<file path="config.mk">
export PLATFORM = sky130hd
export DESIGN_NAME = nonce_sweep_ctrl
export DESIGN_NICKNAME = d
export VERILOG_FILES = /design/src/rtl/nonce_sweep_ctrl.sv
export SDC_FILE = /design/constraint.sdc
export NUM_CORES = 1
export LEC_CHECK = 0
export BUFFER_PORTS_ARGS = -buffer_cell sky130_fd_sc_hd__buf_4
export CAP_MARGIN = 0
export CORE_MARGIN = 2
export CORE_UTILIZATION = 61
export CTS_CLUSTER_SIZE = 8
export DETAILED_ROUTE_END_ITERATION = 16
export MAX_ROUTING_LAYER = met4
export PLACE_DENSITY = 0.95
export SYNTH_ARGS = -nofsm -noshare
export SYNTH_HDL_FRONTEND = slang
export SYNTH_SLANG_ARGS = --single-unit
</file>
<file path="constraint.sdc">
create_clock -name clk -period 10.6 [get_ports clk]
set_clock_uncertainty 0.1 [all_clocks]
set_input_delay 1.06 -clock clk [delete_from_list [all_inputs] [get_ports clk]]
set_output_delay 1.06 -clock clk [all_outputs]
set_load 0.03 [all_outputs]
</file>
<file path="src/rtl/nonce_sweep_ctrl.sv">
// Nonce sweep controller: walks a [nonce_lo, nonce_hi] range in fixed-size
// batches, launches the hash engine per batch, scans the returned H0 words
// against a target and reports the first hit, a timeout, or range completion.
module nonce_sweep_ctrl #(
  parameter int unsigned NONCES_PER_BATCH = 16,
  parameter int unsigned TIMEOUT_CYCLES   = 4095
) (
  input  logic        clk,
  input  logic        reset_n,
  input  logic        start,
  input  logic [31:0] nonce_lo,
  input  logic [31:0] nonce_hi,
  input  logic [31:0] target,
  input  logic        abort,
  output logic        busy,
  output logic        done,
  output logic        found,
  output logic [31:0] found_nonce,
  output logic        timeout_err,
  output logic [15:0] batches,
  output logic        eng_start,
  output logic [31:0] eng_base,
  input  logic        eng_done,
  input  logic        res_valid,
  input  logic [31:0] res_h0
);

  localparam int IW = (NONCES_PER_BATCH > 1) ? $clog2(NONCES_PER_BATCH) : 1;
  localparam int TW = (TIMEOUT_CYCLES > 1) ? $clog2(TIMEOUT_CYCLES + 1) : 1;

  localparam logic [IW-1:0] LAST_BEAT  = IW'(NONCES_PER_BATCH - 1);
  localparam logic [32:0]   BATCH_STEP = 33'(NONCES_PER_BATCH);
  localparam logic [TW-1:0] TMO_LIMIT  = TW'(TIMEOUT_CYCLES);

  typedef enum logic [2:0] {
    S_IDLE,
    S_LAUNCH,
    S_WAIT,
    S_COLLECT,
    S_NEXT,
    S_REPORT
  } state_t;

  state_t        state;
  state_t        state_n;

  logic [31:0]   cur;          // base nonce of the current batch
  logic [31:0]   hi_q;
  logic [31:0]   tgt_q;
  logic          abort_pend;
  logic [TW-1:0] tcnt;
  logic [IW-1:0] beat_idx;

  logic [32:0]   beat_nonce;   // 33 bits so a batch straddling 2^32 never aliases
  logic [32:0]   next_base;
  logic          beat_hit;
  logic          sweep_stop;
  logic          tmo_expired;

  assign beat_nonce  = {1'b0, cur} + 33'(beat_idx);
  assign next_base   = {1'b0, cur} + BATCH_STEP;
  assign tmo_expired = (tcnt == TMO_LIMIT);

  // A beat counts only inside COLLECT, below target, within range, and only
  // until the first hit of the sweep has been latched.
  assign beat_hit = (state == S_COLLECT) && res_valid && (res_h0 < tgt_q) &&
                    (beat_nonce <= {1'b0, hi_q}) && !found;

  // An abort arriving in NEXT itself is honoured at this same boundary.
  assign sweep_stop = found || abort_pend || abort || (next_base > {1'b0, hi_q});

  // State register.
  always_ff @(posedge clk or negedge reset_n) begin
    if (!reset_n) begin
      state <= S_IDLE;
    end else begin
      // NOTE: every clocked register uses <= so all flops update from the
      // pre-edge values; a blocking = here would create order-dependent races.
      state <= state_n;
    end
  end

  // Next-state logic and Moore output decode.
  always_comb begin
    // NOTE: defaults first so no path through the case leaves a signal
    // unassigned, which would otherwise infer a latch.
    state_n   = state;
    busy      = (state != S_IDLE);
    done      = 1'b0;
    eng_start = 1'b0;
    unique case (state)
      S_IDLE: begin
        if (start) state_n = (nonce_lo > nonce_hi) ? S_REPORT : S_LAUNCH;
      end
      S_LAUNCH: begin
        eng_start = 1'b1;
        state_n   = S_WAIT;
      end
      S_WAIT: begin
        if (eng_done)         state_n = S_COLLECT;
        else if (tmo_expired) state_n = S_REPORT;
      end
      S_COLLECT: begin
        if (res_valid && (beat_idx == LAST_BEAT)) state_n = S_NEXT;
      end
      S_NEXT: begin
        state_n = sweep_stop ? S_REPORT : S_LAUNCH;
      end
      S_REPORT: begin
        done    = 1'b1;
        state_n = S_IDLE;
      end
      default: state_n = S_IDLE;
    endcase
  end

  assign eng_base = cur;

  // Sweep datapath: capture on start, count timeout/beats, latch the first hit,
  // and advance the batch base.
  always_ff @(posedge clk or negedge reset_n) begin
    if (!reset_n) begin
      cur         <= '0;
      hi_q        <= '0;
      tgt_q       <= '0;
      abort_pend  <= 1'b0;
      tcnt        <= '0;
      beat_idx    <= '0;
      found       <= 1'b0;
      found_nonce <= '0;
      timeout_err <= 1'b0;
      batches     <= '0;
    end else begin
      if ((state != S_IDLE) && abort) abort_pend <= 1'b1;

      unique case (state)
        S_IDLE: begin
          if (start) begin
            cur         <= nonce_lo;
            hi_q        <= nonce_hi;
            tgt_q       <= target;
            abort_pend  <= 1'b0;
            found       <= 1'b0;
            found_nonce <= '0;
            timeout_err <= 1'b0;
            batches     <= '0;
          end
        end
        S_LAUNCH: begin
          tcnt     <= '0;
          beat_idx <= '0;
        end
        S_WAIT: begin
          if (!eng_done) begin
            tcnt <= tcnt + 1'b1;
            if (tmo_expired) timeout_err <= 1'b1;
          end
        end
        S_COLLECT: begin
          if (res_valid) beat_idx <= beat_idx + 1'b1;
          if (beat_hit) begin
            found       <= 1'b1;
            found_nonce <= beat_nonce[31:0];
          end
        end
        S_NEXT: begin
          if (batches != 16'hFFFF) batches <= batches + 16'd1;
          if (!sweep_stop) cur <= next_base[31:0];
        end
        default: ;
      endcase
    end
  end

endmodule

</file>
==> results_dict.tcl, run 1 <==
set metrics [dict create \
    place_hpwl_um 26240 \
    die_area_mm2 0.01987 \
    grt_max_degree 105 \
    hold_slack_ns 0.4086 \
    gp_congestion 1.025 \
    p_sw_mw 1.725 \
    rows 50 \
    grt_use_met2_pct 57.59 \
    outcome "finished, final reports clean" \
    whs_path_depth 2 \
    fin_crit_ns 5.442 \
    layout.cells.non_filler 1735 \
    grt_pass1_vias 10540 \
    slew_viol_final 0 \
    synthArstFlopShare_pct 100.0 \
    end_kind "register" \
    synthToLayoutAreaGrowth_pct 20.36 \
    yosysTopAreaCell "dfrtp_1" \
    worstSetupStartpointType "register" \
    power_mw 3.677 \
    seq_area_mm2 0.004154 \
    p_seq_share_pct 30.0 \
    clk-insertion-delay-late_ns 0.44 \
    rsz0062_at_grt "no" \
    setup_viol 0 \
    final_antenna_net_count 0 \
    grt-ovfl-total 0 \
    path_cells "ha_1 > nand3_2 > nor4_1 > nand3_1 > nor4_1 > xor2_1 > ha_1 > nand4_1 > nor4_1 > o41ai_1 > a31o_2 > nand4_1 > buf_4 > mux2_2" \
    num_antenna_cells 0 \
    cts_hold_buf 0 \
    finalHoldViolCount 0 \
    irDropWorstVdd_mv 0.1609 \
    post_drt_wl_per_cell_um 20.59 \
    synth_top_area_share_pct 36.30 \
    initial_core_util_pct 61.58 \
    p_leak_nw 6.870 \
    ys_seq_elements 166 \
    htree_num_levels 4 \
    cts_sinks 166 \
    p_sw_share_pct 46.92 \
    timing.rr.end "found_nonce[11]" \
    wirelength_um 35720 \
    syn_avg_cell_area_um2 8.775 \
    arrival_ns 5.67 \
    power.density_mw_per_mm2 267.0 \
    multiInputGateArea_mm2 0.006606 \
    fillers 1299 \
    place.port_buffers 218 \
    path_class "reg -> reg" \
    drc 0 \
    synthFlopType "dfrtp_1" \
    use_met1_pct 49.46 \
    syn_area_mm2 0.01144 \
    relSlewSlack_pct 31.78 \
    fin_crit_sh_pct 51.34 \
    tightest_slew_ns 1.023 \
    synth_area_leaders "dfrtp_1 (36%), ha_1 (15%), nand2_1 (6.1%)" \
    syn-instance-count 1304 \
    vias 10770 \
    crit_path_frequent_cell "nor4_1" \
    synth-warning-count 0 \
    drive_gt1_share_pct 19.79 \
    clkPwrFrac_pct 17.8 \
    cts_tree "done" \
    power_frac_comb_pct 52.2 \
    cts-root-buf "clkbuf_16" \
    synth_cell_types 66 \
    ff2ff_setup_slack_ns 5.16 \
    reg2reg_from "eng_base[4]" \
    synth.yosys.seq_area_share_pct 36.30 \
    use_met3_pct 6.216 \
    crit_end "found_nonce[11]" \
    cts_setup_buffers 0 \
    grt_use_total_pct 37.58 \
    worst-path-max-fanout 32 \
    timing.fmax_mhz 183.8 \
    numCtsBuffers 17 \
    io_pins 219 \
    fin_nets 1758 \
    grt_busiest_layer "met2" \
    grt_first_pass_wirelength_um 56610 \
    fin_tns_setup_ns 0 \
    drt_first_pass_iters 8 \
    clk_path_buf_depth 2 \
    worst-r2r-cell-count 14 \
    critPathMaxStageDelay_ns 0.71 \
    critPathLaunch "eng_base[4]" \
    dp_cells 1703 \
    required_ns 10.82 \
    die_x_um 141.0 \
    vias_per_cell 6.208 \
    core_mm2 0.01858 \
    postCtsResizedCells 0 \
    die_h_um 141.0 \
    synth-edff-count 0 \
    clkTransAtPathRegs_ns 0.07 \
    synth_fp_nets 1574 \
    maxCapViolCount 0 \
    critPathSlowestCell "nor4_1" \
    worstHoldPathType "reg -> reg" \
    antenna_found_initial 0 \
    drtIter0Drc 1307 \
    p_int_mw 1.952 \
]
[cells in the final DEF, fill, tap and decap left out, types with 10 or more instances in the layout]
| master | instances |
|---|---|
| buf_4 | 225 |
| nand2_1 | 187 |
| dfrtp_1 | 166 |
| ha_1 | 135 |
| o21ai_0 | 116 |
| inv_1 | 109 |
| nor2_1 | 62 |
| a21oi_1 | 61 |
| nand3_1 | 52 |
| xor2_1 | 40 |
| nand4_1 | 39 |
| xnor2_1 | 32 |
| mux2i_1 | 26 |
| mux2_2 | 23 |
| and2_1 | 20 |
| a21o_1 | 19 |
| nor3_1 | 17 |
| clkbuf_16 | 17 |
| a211oi_1 | 13 |
| and3_1 | 12 |
| or3_1 | 12 |
| nor4_1 | 10 |
[worst min-delay path by stage]
stage / from / end / slack, ns
floorplan: tgt_q[0] / tgt_q[0] / 0.34
global placement: abort_pend / abort_pend / 0.37
detailed placement: abort_pend / abort_pend / 0.39
CTS: abort_pend / abort_pend / 0.41
global route: timeout_err / timeout_err / 0.44
finish: abort_pend / abort_pend / 0.41
[through the flow]
stage	instance area [µm²]	setup slack (ns)	utilization, %
floorplan	11440	6.212	-
global placement	13160	5.536	70.84
detailed placement	13160	5.392	70.84
CTS	13770	5.361	74.12
global route	13770	4.902	74.12
finish	13770	5.158	74.12
[layer usage]
layer,up-vias,share of wire (%)
met2,566,47
met3,133,8.6
met1,5135,40
met4,0,4.6
li1,4937,-
met5,-,0
[area by class of cell]
| type | instances | share of cell area (%) |
|---|---|---|
| Multi-Input combinational cell | 968 | 47.97 |
| Sequential cell | 166 | 30.16 |
| Timing Repair Buffer | 226 | 12.35 |
| Clock buffer | 19 | 3.216 |
| Inverter | 109 | 2.971 |
| Tap cell | 234 | 2.126 |
| Clock inverter | 13 | 1.208 |
[flip-flops by register name, indices dropped and copies added (netlist names)]
| signal | flops |
|---|---|
| abort_pend | 1 |
| batches | 16 |
| beat_idx | 4 |
| eng_base | 32 |
| found | 1 |
| found_nonce | 32 |
| hi_q | 32 |
| state | 3 |
| tcnt | 12 |
| tgt_q | 32 |
| timeout_err | 1 |
[worst max-delay path, delay by kind of cell (launching register included)]
kind	cells	cell delay, ns
adder cells (fa/ha/maj)	2	0.61
XOR/XNOR	1	0.15
flip-flops	1	0.46
multiplexers	1	0.40
AO/OA/AOI/OAI	2	0.46
AND/OR/NAND/NOR	7	2.61
buffers and inverters	1	0.47
[cell families after synthesis]
logic type / synth area share (%)
AND/OR/NAND/NOR: 18.50
AO/OA/AOI/OAI: 13.76
buffers and inverters: 6.025
flip-flops: 36.30
adder cells (fa/ha/maj): 14.94
XOR/XNOR: 5.511
multiplexers: 4.964
[power groups by stage]
stage | logic (mW) | registers, mW | clock network [mW]
3_5_place_dp | 1.85 | 1.10 | 0
2_1_floorplan | 1.13 | 1.18 | 0
5_1_grt | 2.10 | 1.13 | 0.682
6_report | 1.92 | 1.10 | 0.653
3_3_place_gp | 1.77 | 1.09 | 0
4_1_cts | 1.89 | 1.09 | 0.653
[Yosys cell counts, types with 9 or more instances]
library cell  count
inv_1           109
mux2_2           23
o21ai_0         116
nor2_1           62
a21oi_1          61
nand3_1          52
mux2i_1          26
and4_1            9
dfrtp_1         166
ha_1            135
nand4_1          39
clkbuf_1         36
or3_1            12
xnor2_1          32
nor4_1           10
a211oi_1         13
a21o_1           19
nor3_1           18
and2_1           21
buf_2            18
and3_1           12
nand2_1         187
xor2_1           40
Note: power is estimated with default switching activity, not from simulation.
==> run 2: changes to the inputs <==
ABC_AREA = 1   (was unset)
CORE_UTILIZATION = 52   (was 61)
PLACE_DENSITY = 0.89   (was 0.95)
clock period = 4.6 ns   (was 10.6 ns; I/O delays follow)
==> results_dict.tcl, run 2 <==
set metrics [dict create \
    outcome "finished, final reports clean" \
    clkTransAtPathRegs_ns 0.07 \
    path_buf_inv 3 \
    syn-instance-count 1611 \
    die_x_um 154.9 \
    die_h_um 154.9 \
    relSlewSlack_pct 24.20 \
    gp_congestion 1.035 \
    synthArstFlopShare_pct 100.0 \
    initial_core_util_pct 52.59 \
    syn_area_mm2 0.01184 \
    fin_crit_sh_pct 92.32 \
    synth-warning-count 0 \
    wirelength_um 36010 \
    worstSetupStartpointType "register" \
    vias 11590 \
    final_cell_mix "nand2_1 (473), inv_1 (229), buf_4 (222)" \
    arrival_ns 4.52 \
    place.port_buffers 218 \
    rows 55 \
    finalCoreUtilization_pct 63.48 \
    critPathSlowestCell "dfrtp_2" \
    num_antenna_cells 0 \
    fin_tns_setup_ns 0 \
    clk_path_buf_depth 2 \
    synthMostInstantiatedCell "nand2_1" \
    irDropWorstVdd_mv 0.3152 \
    path_delay_family "simple AND/OR/NAND/NOR gates" \
    end_kind "register" \
    critPathMaxStageDelay_ns 0.45 \
    antenna_found_initial 0 \
    stdcell_area_mm2 0.01428 \
    synthFlopType "dfrtp_1" \
    die_area_mm2 0.02398 \
    path_depth 24 \
    synth_top_area_share_pct 35.10 \
    synthToLayoutAreaGrowth_pct 20.69 \
    grt_first_pass_wirelength_um 57140 \
    synth-edff-count 0 \
    p_sw_share_pct 50.21 \
    core_mm2 0.02250 \
    cts-root-buf "clkbuf_16" \
    numCtsBuffers 17 \
    finalHoldViolCount 0 \
    ff2ff_setup_slack_ns 0.35 \
    drtIter0Drc 895 \
    cts_tree "done" \
    p_leak_nw 7.834 \
    fin_crit_ns 4.247 \
    tightest_slew_ns 1.135 \
    post_drt_wl_per_cell_um 17.11 \
    required_ns 4.87 \
    syn_avg_cell_area_um2 7.346 \
    vias_per_cell 5.508 \
    synth.yosys.seq_area_share_pct 35.10 \
    power_frac_comb_pct 54.6 \
    htree_num_levels 4 \
    drt_first_pass_iters 7 \
    worst_slack_ns 0.3534 \
    drc 0 \
    grt_max_degree 109 \
    cts_setup_buffers 0 \
    final_antenna_net_count 0 \
    maxCapViolCount 0 \
    slew_viol_final 0 \
    rsz0062_at_grt "no" \
    worst-r2r-cell-count 24 \
    p_sw_mw 4.488 \
    clkPwrFrac_pct 16.4 \
    clk-insertion-delay-late_ns 0.45 \
    layout_commonest_cell "nand2_1" \
    synth_cell_types 43 \
    setup_viol 0 \
    crit_end "eng_base[28]" \
    place_hpwl_um 28240 \
    synth_area_leaders "dfrtp_1 (35%), nand2_1 (15%), ha_1 (14%)" \
    fin_nets 2077 \
    critPathLaunch "eng_base[4]" \
    p_int_mw 4.451 \
    cts_sinks 166 \
    crit_path_frequent_cell "nand2_1" \
    path_class "reg -> reg" \
    timing.fmax_mhz 235.5 \
    worst-path-max-fanout 15 \
    path_cells "ha_2 > nand2_2 > nor2_4 > nand2_1 > nor2_2 > nand2_1 > nor2_2 > nand2_1 > xor2_1 > inv_1 > ha_1 > nand2_1 > inv_1 > nand3_1 > nor3_1 > nand2_1 > nor2_1 > nand3_1 > nand3_1 > nand2_2 > nand3_4 > buf_4 > nand3_1 > nand2_1" \
    p_seq_share_pct 29.0 \
    power.density_mw_per_mm2 625.9 \
    reg2reg_from "eng_base[4]" \
    grt_pass1_vias 11260 \
    grt-ovfl-total 0 \
    synth_fp_nets 1881 \
    synth_common_cells "nand2_1 (474), inv_1 (230), dfrtp_1 (166), ha_1 (135), o21ai_0 (105)" \
    post-place-ws_ns 0.2449 \
    worstHoldPathType "in -> async" \
    post_dp_cell_area_mm2 0.01366 \
    yosysTopAreaCell "dfrtp_1" \
    drive_gt1_share_pct 16.48 \
    ys_seq_elements 166 \
    timing.rr.end "eng_base[28]" \
    io_pins 219 \
    grt_use_total_pct 30.78 \
]
-- run 2: cell types whose count changed in the layout (fill, tap and decap cells not counted), moves of 18 or more --
cell     before  now
nand2_1     187  473
inv_1       109  229
nand3_1      52  102
nor2_1       62   99
xnor2_1      32    6
mux2i_1      26    1
mux2_2       23    0
a21oi_1      61   81
and2_1       20    0
a21o_1       19    1
-- run 2: stage by stage --
step | power (mW) | hold slack (ns) | std cells
global placement | 7.195 | 0.3666 | 2073
global route | 9.603 | 0.1293 | 2105
detailed placement | 7.361 | 0.3773 | 2073
floorplan | 5.695 | 0.06441 | 1611
finish | 8.939 | 0.04646 | 2105
CTS | 8.861 | 0.1119 | 2105
-- run 2: cell type report --
cell class                 instances  area (µm²)
clock buffer                      17       425.4
clock inverter                    15       180.2
fill                            1939        8219
inverter                         234       883.3
multi-input combinational       1164        6584
sequential                       166        4156
tap                              285       356.6
timing repair buffer             224        1698
-- run 2: timing repair --
item,in CTS,in global routing
hold buffers,0,0
resized for setup,0,6
setup endpoints to repair,0,60
endpoints found under the hold margin,0,0
-- run 2: power by group through the flow --
stage / registers, mW / clock network [mW] / logic [mW]
finish: 2.59 / 1.47 / 4.88
global route: 2.65 / 1.53 / 5.42
CTS: 2.57 / 1.47 / 4.81
detailed placement: 2.60 / 0 / 4.76
global placement: 2.57 / 0 / 4.62
floorplan: 2.91 / 0 / 2.79
-- run 2: logic make-up after synthesis --
family | share of synthesized area (%)
AO/OA/AOI/OAI | 9.377
flip-flops | 35.10
AND/OR/NAND/NOR | 27.88
multiplexers | 0.08458
XOR/XNOR | 3.626
adder cells (fa/ha/maj) | 14.44
buffers and inverters | 9.494
-- run 2: worst reg2reg max path: stages (launching register included) --
cell	delay (ns)
dfrtp_2	0.45
ha_2	0.28
nand2_2	0.08
nor2_4	0.18
nand2_1	0.21
nor2_2	0.20
nand2_1	0.09
nor2_2	0.25
nand2_1	0.10
xor2_1	0.18
inv_1	0.08
ha_1	0.29
nand2_1	0.06
inv_1	0.09
nand3_1	0.07
nor3_1	0.22
nand2_1	0.09
nor2_1	0.19
nand3_1	0.10
nand3_1	0.09
nand2_2	0.08
nand3_4	0.20
buf_4	0.29
nand3_1	0.11
nand2_1	0.11
-- run 2: worst min-delay path by stage --
stage                   end  slack (ns)  depth (start not counted)
2_1_floorplan    abort_pend        0.06                          0
4_1_cts            hi_q[20]        0.11                          1
3_5_place_dp       hi_q[11]        0.38                          2
6_report       eng_base[22]        0.05                          1
5_1_grt            tgt_q[9]        0.13                          3
3_3_place_gp        hi_q[8]        0.37                          2
-- run 2: layer usage --
metal	share of wire (%)	up-vias	GRT usage (%)
met4	3.1	0	10.67
met5	0	-	-
met1	44	5454	41.62
li1	-	5579	-
met2	45	469	47.17
met3	7.2	92	5.125
==> run 3: changes to the inputs <==
BUFFER_PORTS_ARGS = unset   (was -buffer_cell sky130_fd_sc_hd__buf_4)
CORE_UTILIZATION = 59   (was 52)
DONT_BUFFER_PORTS = 1   (was unset)
==> results_dict.tcl, run 3 (synthesis gave the netlist of run 2 again) <==
set metrics [dict create \
    outcome "finished, final reports clean" \
    drive_gt1_share_pct 6.154 \
    die_x_um 145.6 \
    grt_use_total_pct 32.77 \
    p_sw_mw 4.402 \
    power.density_mw_per_mm2 668.7 \
    relSlewSlack_pct 26.84 \
    num_antenna_cells 0 \
    critPathMaxStageDelay_ns 0.53 \
    multiInputGateArea_mm2 0.006568 \
    wl_met2_um 14880 \
    clk_path_buf_depth 2 \
    end_kind "register" \
    setup_viol 0 \
    io_pins 219 \
    wirelength_um 33690 \
    grt_first_pass_wirelength_um 53790 \
    rsz0062_at_grt "no" \
    post_drt_wl_per_cell_um 17.82 \
    place.port_buffers 0 \
    fin_crit_ns 4.320 \
    top_layer "met4" \
    p_seq_share_pct 33.5 \
    cts_sinks 166 \
    fin_nets 1882 \
    p_sw_share_pct 51.50 \
    worstSetupStartpointType "register" \
    timing.fmax_mhz 231.5 \
    core_mm2 0.01959 \
    path_class "reg -> reg" \
    power_frac_comb_pct 49.4 \
    tightest_slew_ns 1.096 \
    htree_num_levels 4 \
    antenna_found_initial 0 \
    maxCapViolCount 0 \
    p_int_mw 4.146 \
    required_ns 4.88 \
    fin_crit_sh_pct 93.91 \
    critPathSlowestCell "dfrtp_1" \
    path_cells "ha_1 > fa_1 > nand2_1 > nand3_1 > nand2_2 > nor2_1 > nand2_1 > xor2_1 > inv_1 > ha_1 > nand2_1 > nor3_1 > nand3_1 > nor3_1 > nand4_1 > nand2_2 > nand2_4 > inv_6 > nand2_1 > nand2_1" \
    crit_path_frequent_cell "nand2_1" \
    clkTransAtPathRegs_ns 0.07 \
    seq_area_mm2 0.004154 \
    worst-path-max-fanout 35 \
    die_h_um 145.6 \
    final_cell_mix "nand2_1 (472), inv_1 (229), dfrtp_1 (166)" \
    path_delay_family "simple AND/OR/NAND/NOR gates" \
    drtIter0Drc 972 \
    drt_first_pass_iters 6 \
    cts-root-buf "clkbuf_16" \
    drc 0 \
    gp_congestion 1.101 \
    layout_commonest_cell "nand2_1" \
    p_leak_nw 6.869 \
    clkPwrFrac_pct 17.1 \
    finalCoreUtilization_pct 65.25 \
    wl_met1_um 14340 \
    finalHoldViolCount 0 \
    path_buf_inv 2 \
    initial_core_util_pct 60.41 \
    grt_pass1_vias 10500 \
    vias_per_cell 5.786 \
    place_hpwl_um 26060 \
    synthToLayoutAreaGrowth_pct 8.003 \
    slew_viol_final 0 \
    wl_met3_um 3136 \
    grt-ovfl-total 0 \
    die_area_mm2 0.02121 \
    vias 10940 \
    cts_tree "done" \
    numCtsBuffers 17 \
    irDropWorstVdd_mv 0.3324 \
    worstHoldPathType "in -> reg" \
    clk-insertion-delay-late_ns 0.44 \
    final_antenna_net_count 0 \
    fin_tns_setup_ns 0 \
    arrival_ns 4.60 \
    rows 51 \
    grt_max_degree 167 \
    fillers 1629 \
]
## run 3: final cells by class
class                      count  share of cell area, %
sequential                   166                  32.50
multi-input combinational   1164                  51.38
clock inverter                15                  1.410
tap                          265                  2.594
clock buffer                  17                  3.328
inverter                     234                  6.911
timing repair buffer          29                  1.879
## run 3: power groups by stage
stage	logic [mW]	registers (mW)	clock network [mW]
floorplan	2.79	2.91	0
global placement	3.89	2.85	0
detailed placement	4.04	2.87	0
CTS	4.13	2.85	1.47
global route	4.71	2.92	1.53
finish	4.22	2.86	1.47
## run 3: worst paths after layout
path                        startpoint              to  slack, ns  cells after the start
max                        eng_base[0]  found_nonce[3]       0.28                     20
min                        nonce_lo[1]     eng_base[1]       0.03                      2
max reg2reg                eng_base[0]  found_nonce[3]       0.28                     20
min reg2reg                   hi_q[23]        hi_q[23]       0.39                      2
max in group asynchronous      reset_n      batches[4]       3.02                      2
min in group asynchronous      reset_n     batches[10]       0.53                      2
## run 3: stage by stage
step / hold slack (ns) / cell area [µm²] / std cells / total power [mW] / setup slack [ns]
final: 0.02934 / 12780 / 1890 / 8.547 / 0.2802
after global routing: 0.03072 / 12780 / 1890 / 9.164 / 0.06447
after CTS: 0.02298 / 12780 / 1890 / 8.449 / 0.2987
after detailed placement: 0.07596 / 12140 / 1856 / 6.909 / 0.3830
after global placement: 0.07557 / 12140 / 1856 / 6.740 / 0.5308
after floorplan: 0.06441 / 11840 / 1611 / 5.695 / 1.017
## run 3: routing by layer
metal	track usage, %	up-vias
li1	-	5186
met1	43.45	5110
met2	49.50	547
met3	6.583	92
met4	13.24	0
met5	-	-
## run 3: timing repair
action | CTS | global route
hold buffers | 2 | 0
hold endpoints to repair | 166 | 0
resized for setup | 0 | 1
endpoints found under the setup margin | 0 | 27
setup buffers | 0 | 0
